--- config.mk ---
export PLATFORM = sky130hd
export DESIGN_NAME = idu_stage
export DESIGN_NICKNAME = d
export VERILOG_FILES = /design/src/rtl/idu_stage_pkg.sv /design/src/rtl/idu_decode.sv /design/src/rtl/idu_stage.sv
export SDC_FILE = /design/constraint.sdc
export NUM_CORES = 1
export LEC_CHECK = 0
export CORE_MARGIN = 1.5
export CORE_UTILIZATION = 43
export DETAILED_ROUTE_END_ITERATION = 10
export PLACE_DENSITY = 0.84
export SYNTH_ARGS = -nofsm -noshare
export SYNTH_HDL_FRONTEND = slang
export SYNTH_SLANG_ARGS = --single-unit
--- constraint.sdc ---
create_clock -name clk -period 3.45 [get_ports clk]
set_input_delay 0.5175 -clock clk [delete_from_list [all_inputs] [get_ports clk]]
set_output_delay 0.5175 -clock clk [all_outputs]
set_load 0.01 [all_outputs]
--- src/rtl/idu_stage_pkg.sv ---
// idu_stage_pkg: definitions shared by the decode stage and the execute unit.
//   - alu_op_e      : ALU operation codes (ADD 0 .. PASS_B 10)
//   - SEL_* consts  : left/right operand selects
//   - OPC_* consts  : RV32I major opcodes
//   - idu_bundle_t  : decoded control bundle (32-bit immediate, sign-extended
//                     to the datapath width by the stage)
//   - alu_from_funct: funct3/alt-bit to ALU op mapping for OP and OP-IMM
package idu_stage_pkg;

    typedef enum logic [3:0] {
        ALU_ADD    = 4'd0,
        ALU_SUB    = 4'd1,
        ALU_SLL    = 4'd2,
        ALU_SLT    = 4'd3,
        ALU_SLTU   = 4'd4,
        ALU_XOR    = 4'd5,
        ALU_SRL    = 4'd6,
        ALU_SRA    = 4'd7,
        ALU_OR     = 4'd8,
        ALU_AND    = 4'd9,
        ALU_PASS_B = 4'd10
    } alu_op_e;

    localparam logic       SEL_LEFT_RS1  = 1'b0;
    localparam logic       SEL_LEFT_PC   = 1'b1;
    localparam logic [1:0] SEL_RIGHT_RS2 = 2'b00;
    localparam logic [1:0] SEL_RIGHT_IMM = 2'b01;
    localparam logic [1:0] SEL_RIGHT_4   = 2'b10;

    localparam logic [6:0] OPC_LUI    = 7'b0110111;
    localparam logic [6:0] OPC_AUIPC  = 7'b0010111;
    localparam logic [6:0] OPC_JAL    = 7'b1101111;
    localparam logic [6:0] OPC_JALR   = 7'b1100111;
    localparam logic [6:0] OPC_BRANCH = 7'b1100011;
    localparam logic [6:0] OPC_LOAD   = 7'b0000011;
    localparam logic [6:0] OPC_STORE  = 7'b0100011;
    localparam logic [6:0] OPC_OP_IMM = 7'b0010011;
    localparam logic [6:0] OPC_OP     = 7'b0110011;
    localparam logic [6:0] OPC_SYSTEM = 7'b1110011;

    typedef struct packed {
        alu_op_e     alu_op;
        logic        sel_left;
        logic [1:0]  sel_right;
        logic [31:0] imm;
        logic [4:0]  rs1;
        logic [4:0]  rs2;
        logic [4:0]  rd;
        logic        rd_wen;
        logic [2:0]  funct3;
        logic        illegal;
    } idu_bundle_t;

    // alt selects SUB (funct3 000) or SRA (funct3 101); the caller decides
    // whether funct7[5] may act as alt for the given opcode.
    function automatic alu_op_e alu_from_funct(input logic [2:0] f3, input logic alt);
        alu_op_e op;
        case (f3)
            3'b000:  op = alt ? ALU_SUB : ALU_ADD;
            3'b001:  op = ALU_SLL;
            3'b010:  op = ALU_SLT;
            3'b011:  op = ALU_SLTU;
            3'b100:  op = ALU_XOR;
            3'b101:  op = alt ? ALU_SRA : ALU_SRL;
            3'b110:  op = ALU_OR;
            default: op = ALU_AND;
        endcase
        return op;
    endfunction

endpackage

--- src/rtl/idu_decode.sv ---
// idu_decode: purely combinational RV32I instruction -> control bundle.
// Ports:
//   inst   in  32  instruction word
//   bundle out     decoded idu_bundle_t (rd_wen already masked for rd = 0)
module idu_decode
    import idu_stage_pkg::*;
(
    input  logic [31:0] inst,
    output idu_bundle_t bundle
);

    logic [6:0]  opcode;
    logic [31:0] imm_i, imm_s, imm_b, imm_u, imm_j;
    logic        wen;

    assign opcode = inst[6:0];
    assign imm_i  = {{20{inst[31]}}, inst[31:20]};
    assign imm_s  = {{20{inst[31]}}, inst[31:25], inst[11:7]};
    assign imm_b  = {{19{inst[31]}}, inst[31], inst[7], inst[30:25], inst[11:8], 1'b0};
    assign imm_u  = {inst[31:12], 12'b0};
    assign imm_j  = {{11{inst[31]}}, inst[31], inst[19:12], inst[20], inst[30:21], 1'b0};

    always_comb begin
        bundle        = '0;
        bundle.rs1    = inst[19:15];
        bundle.rs2    = inst[24:20];
        bundle.rd     = inst[11:7];
        bundle.funct3 = inst[14:12];
        wen           = 1'b0;
        case (opcode)
            OPC_LUI: begin
                bundle.alu_op    = ALU_PASS_B;
                bundle.sel_right = SEL_RIGHT_IMM;
                bundle.imm       = imm_u;
                wen              = 1'b1;
            end
            OPC_AUIPC: begin
                bundle.sel_left  = SEL_LEFT_PC;
                bundle.sel_right = SEL_RIGHT_IMM;
                bundle.imm       = imm_u;
                wen              = 1'b1;
            end
            OPC_JAL: begin
                bundle.sel_left  = SEL_LEFT_PC;
                bundle.sel_right = SEL_RIGHT_4;
                bundle.imm       = imm_j;
                wen              = 1'b1;
            end
            OPC_JALR: begin
                bundle.sel_left  = SEL_LEFT_PC;
                bundle.sel_right = SEL_RIGHT_4;
                bundle.imm       = imm_i;
                wen              = 1'b1;
            end
            OPC_OP_IMM: begin
                // inst[30] is immediate data for ADDI, so it only means SRA
                bundle.alu_op    = alu_from_funct(inst[14:12],
                                                  (inst[14:12] == 3'b101) && inst[30]);
                bundle.sel_right = SEL_RIGHT_IMM;
                bundle.imm       = imm_i;
                wen              = 1'b1;
            end
            OPC_OP: begin
                bundle.alu_op = alu_from_funct(inst[14:12], inst[30]);
                wen           = 1'b1;
            end
            OPC_BRANCH: begin
                case (inst[14:13])
                    2'b10:   bundle.alu_op = ALU_SLT;
                    2'b11:   bundle.alu_op = ALU_SLTU;
                    default: bundle.alu_op = ALU_SUB;
                endcase
                bundle.imm = imm_b;
            end
            OPC_LOAD: begin
                bundle.sel_right = SEL_RIGHT_IMM;
                bundle.imm       = imm_i;
                wen              = 1'b1;
            end
            OPC_STORE: begin
                bundle.sel_right = SEL_RIGHT_IMM;
                bundle.imm       = imm_s;
            end
            OPC_SYSTEM: begin
                bundle.imm = imm_i;
            end
            default: begin
                bundle.illegal = 1'b1;
            end
        endcase
        bundle.rd_wen = wen && (inst[11:7] != 5'd0);
    end

endmodule

--- src/rtl/idu_stage.sv ---
// idu_stage: registered instruction-decode stage between fetch and execute.
// Handshakes: a beat moves on a port when valid && ready are both high at a
// rising edge; the sender holds its data stable while valid && !ready.
// Ports:
//   clk, rst (async, active-high), flush (drop held + incoming this cycle)
//   in_valid/in_ready, in_inst[31:0], in_pc[WIDTH-1:0]   from fetch
//   out_valid/out_ready, out_pc, alu_op, alu_sel_left, alu_sel_right, imm,
//   rs1_addr, rs2_addr, rd_addr, rd_wen, funct3, illegal  to execute
// Build option: IDU_SKID_EN adds a one-entry skid register so that in_ready
// is a flop output instead of a combinational function of out_ready.
module idu_stage
    import idu_stage_pkg::*;
#(
    parameter int WIDTH = 32
) (
    input  logic             clk,
    input  logic             rst,
    input  logic             flush,
    input  logic             in_valid,
    output logic             in_ready,
    input  logic [31:0]      in_inst,
    input  logic [WIDTH-1:0] in_pc,
    output logic             out_valid,
    input  logic             out_ready,
    output logic [WIDTH-1:0] out_pc,
    output logic [3:0]       alu_op,
    output logic             alu_sel_left,
    output logic [1:0]       alu_sel_right,
    output logic [WIDTH-1:0] imm,
    output logic [4:0]       rs1_addr,
    output logic [4:0]       rs2_addr,
    output logic [4:0]       rd_addr,
    output logic             rd_wen,
    output logic [2:0]       funct3,
    output logic             illegal
);

    idu_bundle_t      dec_b;
    idu_bundle_t      out_b;
    logic [WIDTH-1:0] out_pc_q;
    logic             out_valid_q;
    logic             accept;

    idu_decode u_decode (
        .inst   (in_inst),
        .bundle (dec_b)
    );

    assign accept = in_valid && in_ready;

`ifdef IDU_SKID_EN
    idu_bundle_t      skid_b;
    logic [WIDTH-1:0] skid_pc;
    logic             skid_valid;

    assign in_ready = !skid_valid;

    always_ff @(posedge clk or posedge rst) begin
        if (rst) begin
            out_valid_q <= 1'b0;
            out_b       <= '0;
            out_pc_q    <= '0;
            skid_valid  <= 1'b0;
            skid_b      <= '0;
            skid_pc     <= '0;
        end else if (flush) begin
            out_valid_q <= 1'b0;
            skid_valid  <= 1'b0;
        end else if (skid_valid) begin
            // in_ready is low here, so the only move is skid -> output
            if (out_ready) begin
                out_b      <= skid_b;
                out_pc_q   <= skid_pc;
                skid_valid <= 1'b0;
            end
        end else if (accept) begin
            if (out_valid_q && !out_ready) begin
                skid_b     <= dec_b;
                skid_pc    <= in_pc;
                skid_valid <= 1'b1;
            end else begin
                out_b       <= dec_b;
                out_pc_q    <= in_pc;
                out_valid_q <= 1'b1;
            end
        end else if (out_ready) begin
            out_valid_q <= 1'b0;
        end
    end
`else
    assign in_ready = !out_valid_q || out_ready;

    always_ff @(posedge clk or posedge rst) begin
        if (rst) begin
            out_valid_q <= 1'b0;
            out_b       <= '0;
            out_pc_q    <= '0;
        end else if (flush) begin
            out_valid_q <= 1'b0;
        end else if (accept) begin
            out_b       <= dec_b;
            out_pc_q    <= in_pc;
            out_valid_q <= 1'b1;
        end else if (out_ready) begin
            out_valid_q <= 1'b0;
        end
    end
`endif

    assign out_valid     = out_valid_q;
    assign out_pc        = out_pc_q;
    assign alu_op        = out_b.alu_op;
    assign alu_sel_left  = out_b.sel_left;
    assign alu_sel_right = out_b.sel_right;
    assign imm           = WIDTH'($signed(out_b.imm));
    assign rs1_addr      = out_b.rs1;
    assign rs2_addr      = out_b.rs2;
    assign rd_addr       = out_b.rd;
    assign rd_wen        = out_b.rd_wen;
    assign funct3        = out_b.funct3;
    assign illegal       = out_b.illegal;

endmodule

==> results.tsv <==
stage	metric	value	unit
run_status	status	finished clean	
floorplan	io pins	162	
sta	RSZ-0062 raised after global routing	no	
worst_setup_path	CP max FO	11	
global_routing	initial antenna violation count	0	
floorplan	Chip Height	99.3	microns
detailed_routing	ANT nets after route	0	
power_and_ir_drop	pwr/cell area	418	nW/um^2
synthesis	Post-Syn Area	3980	sq um
floorplan	core area	8850	sq um
detailed_routing	DR vias	3698	
clocking	postcts setup bufs	0	
synthesis	Mapped Nets	516	
sta	max-slew violations	0	
worst_setup_path	family with the most delay on the worst path	buffers and inverters	
final_layout	commonest non-fill, non-tap cell in the layout	nand2_1	
run	Max-Cap Viols	0	
floorplan	Die Span X	99.3	microns
final_layout	area of the multi-input gates	1550	sq um
synthesis	cell count after synthesis	447	
floorplan	Starting Density	0.450	
worst_hold_path	HP Class	register to register	
synthesis	top cell type by total area after synthesis	dfrtp_1	
worst_setup_path	CP endpoint kind	register	
worst_setup_path	R2R cell count	5	
worst_setup_path	CP arrival	2.62	ns
detailed_routing	drt drc	0	
worst_hold_path	hold_sp	out_pc[30]	
floorplan	die area	9850	sq um
synthesis	top cell type's share of synthesized area	0.578	
clocking	CTS tree	yes	
worst_setup_path	Cell Chain, Critical Path	clkdlybuf4s50_1 -> and4b_1 -> nand3_1 -> nor2_1 -> o211ai_1 -> nand3_1	
detailed_routing	1st-iter DRT viols	251	
floorplan	Core Rows	34	
worst_setup_path	Slowest Stage Delay on Critical Path	0.76	ns
global_routing	largest net degree at the start of global routing	104	
global_routing	Tot GR Track Use	0.240	
sta	endpoints failing setup	0	
sta	fin crit period	2.43	ns
detailed_routing	vias per cell	5.21	
detailed_routing	WL per Instance	16.2	microns
final_layout	most frequent cells in the layout	191 x nand2_1, 161 x clkdlybuf4s50_1, 92 x dfrtp_1	
synthesis	Yosys warning count	0	
clocking	Clock Tree Root	clkbuf_8	
sta	Sum Neg Setup Slack	0	ns
synthesis	Synth Register Bits	92	
worst_setup_path	end point of the critical path	imm[18]	
global_routing	global route total overflow	0	
sta	Final Hold Viols	0	
final_layout	FILL cells	744	
sta	Slew @ Worst Pin	0.926	ns
sta	Fin Hold WS	0.480	ns
worst_setup_path	Worst Path Class, Setup	input pin to register	
worst_setup_path	crit path from	in_inst[4]	
synthesis	Post-synth EDFFs	0	
power_and_ir_drop	Leak	2.70	nW
clocking	H-tree Lvls	3	
detailed_routing	Total Wirelength	11.5	mm
placement	DP HPWL	8.26	mm
global_routing	first-pass GRT wire length	18.9	mm
final_layout	# diodes	0	
global_routing	vias in the first global route	3813	
power_and_ir_drop	Peak VDD IR	0.000218	V
final_layout	layout net count	666	
sta	clock skew	0.0129	ns
placement	I/O Buffers	161	
clocking	worst skew pair latency	0.35	ns
detailed_routing	First-pass DRT Iterations	4	
synthesis	FFs w/ async S/R, synth	1.00	
worst_setup_path	R2R Path End	imm[12]	
final_layout	Area Growth Syn to Fin	47.0	%
worst_setup_path	Top cell by count, worst path	nand3_1	
worst_setup_path	startpoint types	input pin	
clocking	Post-CTS Hold Fix Bufs	0	
worst_setup_path	crit path buf inv count	1	
clocking	Clock transition at path regs	0.09	ns
clocking	clock sinks	92	
synthesis	top_reg_cell synth	dfrtp_1	
final_layout	register area	2300	sq um
sta	period utilisation layout	0.705	
synthesis	Netlist cell types	46	
clocking	CTS Buf Count	9	
worst_setup_path	Req. time, crit path	3.64	ns
worst_setup_path	CP Depth	6	
sta	Rel. slew slack	0.383	
sta	fmax	411	MHz
clocking	clk buf depth	2	
synthesis	largest cells by area after synthesis	dfrtp_1 58%, nand2_1 18%, a22o_1 2.9%, nand3_1 2.4%, a21oi_1 2.3%	
clocking	# resized after CTS	0	
worst_setup_path	R2R setup slack	1.48	ns
final_layout	share of cells above drive strength 1	0.0548	
worst_setup_path	RR Startpoint	out_valid	
synthesis	post-synthesis sequential area ratio	0.578	
worst_setup_path	slowest cell on the critical path	clkdlybuf4s50_1	
placement	GPL Wtd Cong	0.894	
synthesis	Avg Inst Size Synth	8.91	sq um
## flip-flops by register name, indices dropped and copies added, names as in the netlist
signal         flops
alu_op             4
alu_sel_left       1
alu_sel_right      2
funct3             3
illegal            1
imm               32
out_pc            32
out_valid          1
rd_addr            5
rd_wen             1
rs1_addr           5
rs2_addr           5
## power by group
part           leakage, nW  internal [mW]  total (mW)  switching [mW]
registers             1.20           1.17        1.23          0.0541
clock network       0.0928          0.287       0.681           0.394
logic                 1.41          0.291       0.540           0.249
## cell type report
type | count | share of cell area
flip-flops and latches | 92 | 0.393
repair buffers | 167 | 0.285
multi-input cells | 323 | 0.264
clock buffers | 10 | 0.0235
well taps | 108 | 0.0231
clock inverters | 6 | 0.00812
inverters | 4 | 0.00299
## tightest hold or removal path: stages, from the launching register on
cell     delay [ns]
dfrtp_1        0.35
nand2_1        0.05
nand2_1        0.05
## worst min path at each step
stage	to	cells after the start
after floorplan	rd_wen	2
after global placement	out_pc[12]	2
after detailed placement	out_pc[30]	2
after CTS	out_pc[30]	2
after global routing	out_pc[9]	2
final	out_pc[30]	2
## metrics by stage
step / worst slack [ns] / cell area (sq um) / power, mW / utilization / cells
after floorplan: 0.541 / 3980 / 1.45 / - / 447
final: 1.02 / 5860 / 2.45 / 0.662 / 710
after global routing: 0.885 / 5860 / 2.57 / 0.662 / 710
after global placement: 0.674 / 5670 / 1.78 / 0.641 / 694
after detailed placement: 0.660 / 5670 / 1.79 / 0.641 / 694
after CTS: 1.04 / 5860 / 2.47 / 0.662 / 710
## cells by family (layout without fill, tap and decap cells)
logic type      count (synthesis)  in the layout  synth area share
simple gates                  244            244             0.259
flops                          92             92             0.578
compound gates                 78             78             0.126
buf+inv                        32            187            0.0345
xor+xnor                        1              1           0.00220
## cell usage after synthesis, types with 2 or more instances
master,n
o21ai_0,16
nand3_1,19
a21oi_2,3
nor3_1,3
nand2_1,191
a32oi_1,2
nor2_1,12
o21ai_1,11
buf_1,3
dfrtp_1,92
a21o_1,2
inv_1,3
clkbuf_1,16
a22oi_1,2
buf_2,8
and3_1,2
nor2b_1,4
a21oi_1,18
a22o_1,13
## per-layer routing
metal | track usage | wire, microns | share of wire | vias up
met5 | 0 | 0 | 0 | -
met4 | 0.0953 | 267 | 0.023 | 0
met3 | 0.0379 | 784 | 0.068 | 20
met2 | 0.399 | 5620 | 0.49 | 142
met1 | 0.317 | 4850 | 0.42 | 1763
li1 | - | - | - | 1773
No activity file was read; power rests on OpenSTA's default activity.
